File: src/rtl/serial_magnitude_compare.sv
// Bit-serial magnitude comparator: scans operands LSB-first, one bit per clock,
// and publishes registered GT/LT/EQ flags through a start/busy/done handshake.
module serial_magnitude_compare #(
   parameter int WIDTH  = 32,
   parameter bit SIGNED = 1'b0
) (
   input  logic             clk,
   input  logic             rst,
   input  logic             start,
   input  logic [WIDTH-1:0] a,
   input  logic [WIDTH-1:0] b,
   output logic             busy,
   output logic             done,
   output logic             gt,
   output logic             lt,
   output logic             eq
);

   localparam int CW = $clog2(WIDTH);

   localparam logic [1:0] ST_IDLE = 2'd0;
   localparam logic [1:0] ST_RUN  = 2'd1;
   localparam logic [1:0] ST_DONE = 2'd2;

   localparam logic [CW-1:0] LAST_BIT = CW'(WIDTH - 1);

   logic [1:0]       r_state;
   logic [WIDTH-1:0] r_sa;
   logic [WIDTH-1:0] r_sb;
   logic [CW-1:0]    r_cnt;
   logic             r_g;
   logic             r_l;
   logic             r_busy;
   logic             r_done;
   logic             r_gt;
   logic             r_lt;
   logic             r_eq;

   logic w_ai;
   logic w_bi;
   logic w_msb;
   logic w_swap;
   logic w_g_next;
   logic w_l_next;

   // Running flag update; a later bit overrides, and in signed mode the sign bit votes inverted
   always_comb begin
      w_ai     = r_sa[0];
      w_bi     = r_sb[0];
      w_msb    = (r_cnt == LAST_BIT);
      w_swap   = w_msb & SIGNED;
      w_g_next = r_g;
      w_l_next = r_l;
      if (w_ai & ~w_bi) begin
         w_g_next = ~w_swap;
         w_l_next = w_swap;
      end else if (~w_ai & w_bi) begin
         w_g_next = w_swap;
         w_l_next = ~w_swap;
      end else begin
         w_g_next = r_g;
         w_l_next = r_l;
      end
   end

   // Control FSM, operand shifters and result registers
   always_ff @(posedge clk or posedge rst) begin
      if (rst) begin
         r_state <= ST_IDLE;
         r_sa    <= '0;
         r_sb    <= '0;
         r_cnt   <= '0;
         r_g     <= 1'b0;
         r_l     <= 1'b0;
         r_busy  <= 1'b0;
         r_done  <= 1'b0;
         r_gt    <= 1'b0;
         r_lt    <= 1'b0;
         r_eq    <= 1'b0;
      end else begin
         case (r_state)
            ST_IDLE: begin
               if (start) begin
                  r_sa    <= a;
                  r_sb    <= b;
                  r_cnt   <= '0;
                  r_g     <= 1'b0;
                  r_l     <= 1'b0;
                  r_busy  <= 1'b1;
                  r_state <= ST_RUN;
               end else begin
                  r_state <= ST_IDLE;
               end
            end
            ST_RUN: begin
               r_g  <= w_g_next;
               r_l  <= w_l_next;
               r_sa <= {1'b0, r_sa[WIDTH-1:1]};
               r_sb <= {1'b0, r_sb[WIDTH-1:1]};
               // Counter stops at the MSB instead of wrapping
               if (w_msb) begin
                  r_gt    <= w_g_next;
                  r_lt    <= w_l_next;
                  r_eq    <= ~w_g_next & ~w_l_next;
                  r_done  <= 1'b1;
                  r_state <= ST_DONE;
               end else begin
                  r_cnt   <= r_cnt + 1'b1;
               end
            end
            ST_DONE: begin
               r_done  <= 1'b0;
               r_busy  <= 1'b0;
               r_state <= ST_IDLE;
            end
            default: begin
               r_done  <= 1'b0;
               r_busy  <= 1'b0;
               r_state <= ST_IDLE;
            end
         endcase
      end
   end

   assign busy = r_busy;
   assign done = r_done;
   assign gt   = r_gt;
   assign lt   = r_lt;
   assign eq   = r_eq;

endmodule

File: config.mk
export PLATFORM = sky130hd
export DESIGN_NAME = serial_magnitude_compare
export DESIGN_NICKNAME = d
export VERILOG_FILES = /design/src/rtl/serial_magnitude_compare.sv
export SDC_FILE = /design/constraint.sdc
export NUM_CORES = 1
export LEC_CHECK = 0
export CORE_MARGIN = 2
export CORE_UTILIZATION = 52
export CTS_BUF_LIST = sky130_fd_sc_hd__clkbuf_4
export CTS_CLUSTER_DIAMETER = 120
export DETAILED_ROUTE_END_ITERATION = 6
export GPL_ROUTABILITY_DRIVEN = 0
export PLACE_DENSITY = 0.78
export SYNTH_ARGS = -nofsm -noshare
export SYNTH_HDL_FRONTEND = slang
export SYNTH_SLANG_ARGS = --single-unit
File: constraint.sdc
create_clock -name clk -period 3.5 [get_ports clk]
set_input_delay 0.7 -clock clk [delete_from_list [all_inputs] [get_ports clk]]
set_output_delay 0.7 -clock clk [all_outputs]
set_load 0.02 [all_outputs]
==> impl_results.md <==
* Status: finished, final reports clean
* CP delay by family, top: simple AND/OR/NAND/NOR gates
* Cts bufs inserted at 9
* Syn-to-layout area delta at 22.9%
* Hold Path Class: register to register
* Ports at around 70
* Post-Syn Nets at 413
* CTS Root Cell: clkbuf_4
* PortBufs at 71
* Unrepaired setup endpoints after global routing: no
* Most common cell in the netlist: dfrtp_1
* First DRT Iteration DRCs at approximately 150
* Ant diodes at 0
* Syn avg cell area at 10.7 sq um
* Fin util at approximately 66%
* Starting Density at a little over half
* Worst skew pair latency at roughly 0.41 ns
* Worst-path clk slew at 0.12 ns
* Cell Chain, Critical Path: nor2b_4, buf_4, mux2i_1, o21ai_2
* CP arrival at approximately 2.5 ns
* Post-synth top cells: dfrtp_1 (78), nand2_1 (65), mux2i_1 (58), o21ai_1 (51), o21ai_0 (14)
* Fin. max-slew vios at 0
* Max Root-Sink Buffers at 2
* Row count at 30
* Fraction of layout cells with a size suffix above 1 at between 6 and 7%
* DRT antenna net count at 0
* Endpoint type of the worst setup path: register
* Async S/R FF share, synth at 100%
* Drt drc at 0
* Area contributors post-synth: dfrtp_1 (53%), mux2i_1 (16%), o21ai_1 (6.9%)
* Slowest Stage Delay on Critical Path at roughly 0.73 ns
* PwrDens at 758 nW/um^2
* Distinct cells, synth at 33
* Design area at about 4500 sq um
* Postcts setup bufs at 0
* CTS HTree Levels at 3
* Final global-route overflow total at 0
* Die Y-Extent at 88.3 microns
* Final net count at between 400 and 500
* Top-area cell type share of the netlist area at 52.9%
* Initial antenna violation count at 0
* Number of synthesized flops with an enable pin at 0
* Vias in the first global route at between 2000 and 3000
* Crit start category: register
* TNS Setup at 0 ns
* Seq/Total Area, Yosys at around 53%
* Hold_buf cts at 0
* Worst Path Buf+Inv at 1
* Critical path required time at 3.79 ns
* Routed WL at 6900 microns
* Slew at the pin closest to its max-slew limit at 1.04 ns
* Synth warn at 0
* Via density at 5.13
* Max Fclk at about 450 MHz
* Final critical-path share of the clock period at between 60% and 70%
* Total track usage at between 10% and 20%
* Chip Width at 88.3 microns
* Drt pass-1 iters at 4
* VDD IR max at 371 uV
* Yosys top cell by area: dfrtp_1
* Fin. Hold Viols at 0
* Global-route wire length before repair at around 12000 microns
* Final setup fails at 0
* Clock Skew at around 0.013 ns
* Post-cts resize count at 0
* Leak Pwr at 2.03 nW
* Slew margin rel. at between 30 and 40%
* Min cycle time layout at between 2 and 2.5 ns
* Clock Sinks at 78
* Count of state elements after synthesis at between 70 and 80
* WL per Instance at around 14 microns
* CTS tree: yes
* Pin count of the biggest net entering global routing at approximately 130
* Via Count at 2583
* CP max-delay cell: nor2b_4
* Cell Area, Placed at 4370 sq um
* Main flop type after synthesis: dfrtp_1
* Hold_ws at approximately 0.49 ns
* Overall Power at 3.44 mW
* Core ar. at 6830 sq um
* Filler cell count at 589
* Die area at around 7800 sq um
* Synth Instances at around 340
* Maxcap violations at 0
* Critical path type: register to register
* Detailed placer's ending HPWL at between 4000 and 5000 microns
* Worst-path fanout max at 21
* Post-Syn Area at ~3700 sq um
[final cells by class]
type / count / area, sq um / area share (%)
well taps: 96 / 120 / 2.65
repair buffers: 75 / 753 / 16.6
clock buffers: 9 / 67.6 / 1.49
clock inverters: 4 / 98.8 / 2.18
multi-input cells: 237 / 1530 / 33.6
inverters: 5 / 20.0 / 0.441
flip-flops and latches: 78 / 1950 / 43.0
[layout by cell type, fill, tap and decap left out, types with 2 or more instances in the layout]
master | synthesis | routed
nor2_1 | 3 | 3
a21oi_1 | 10 | 10
bufinv_16 | 0 | 3
nor2b_1 | 6 | 6
nor3_1 | 2 | 2
o21ai_2 | 3 | 3
clkbuf_4 | 0 | 9
nand2_1 | 65 | 65
buf_4 | 5 | 3
a22o_1 | 2 | 2
ha_1 | 2 | 2
inv_1 | 5 | 4
o21ai_1 | 51 | 51
clkdlybuf4s50_1 | 0 | 71
mux2i_1 | 58 | 58
maj3_1 | 2 | 2
mux2_2 | 3 | 3
a22oi_1 | 6 | 6
o21ai_0 | 14 | 14
dfrtp_1 | 78 | 78
[path summary, 6_finish.rpt]
check	slack, ns	cells past startpoint	end	start
setup reg to reg	1.30	4	r_sa[3]	r_state[0]
hold reg to reg	0.49	2	r_sa[13]	r_sa[13]
max in group asynchronous	1.95	3	r_sa[21]	rst
min in group asynchronous	0.83	2	r_sa[5]	rst
setup / recovery	1.30	4	r_sa[3]	r_state[0]
hold / removal	0.49	2	r_sa[13]	r_sa[13]
[per-layer routing]
metal	vias to the layer above	track usage [%]	share of wire, %
met4	0	9.64	2.9
met1	1187	26.1	47
met5	-	0	0
met2	63	30.0	45
met3	19	4.01	4.8
li1	1314	-	-
[where the power goes]
group          switching, mW  total (mW)  internal, mW
combinational          0.632        1.26         0.628
sequential             0.249        1.54          1.29
clock                  0.292       0.644         0.352
[metrics by stage]
step                instances  setup WS, ns
floorplan                 344         0.805
detailed placement        491          1.25
CTS                       504          1.31
global route              504          1.20
finish                    504          1.30
global placement          491          1.31
[cell families after synthesis]
family	synth area share, %
AND/OR/NAND/NOR	9.59
buffers and inverters	6.03
multiplexers	16.6
flip-flops	52.9
adder cells (fa/ha/maj)	1.22
XOR/XNOR	0.237
AO/OA/AOI/OAI	13.4
[flip-flops by register name, summed over array words and instances, names as in the netlist]
| name | flops |
|---|---|
| gt | 1 |
| r_g | 1 |
| r_cnt | 5 |
| busy | 1 |
| eq | 1 |
| r_sb | 32 |
| r_l | 1 |
| lt | 1 |
| done | 1 |
| r_state | 2 |
| r_sa | 32 |
[worst reg2reg max path: cells and delay by family (launching register included)]
kind / cells / cell delay (ns)
flip-flops: 1 / 0.61
AND/OR/NAND/NOR: 1 / 0.73
multiplexers: 1 / 0.27
AO/OA/AOI/OAI: 1 / 0.06
buffers and inverters: 1 / 0.41
(Power assumes the default switching activity.)
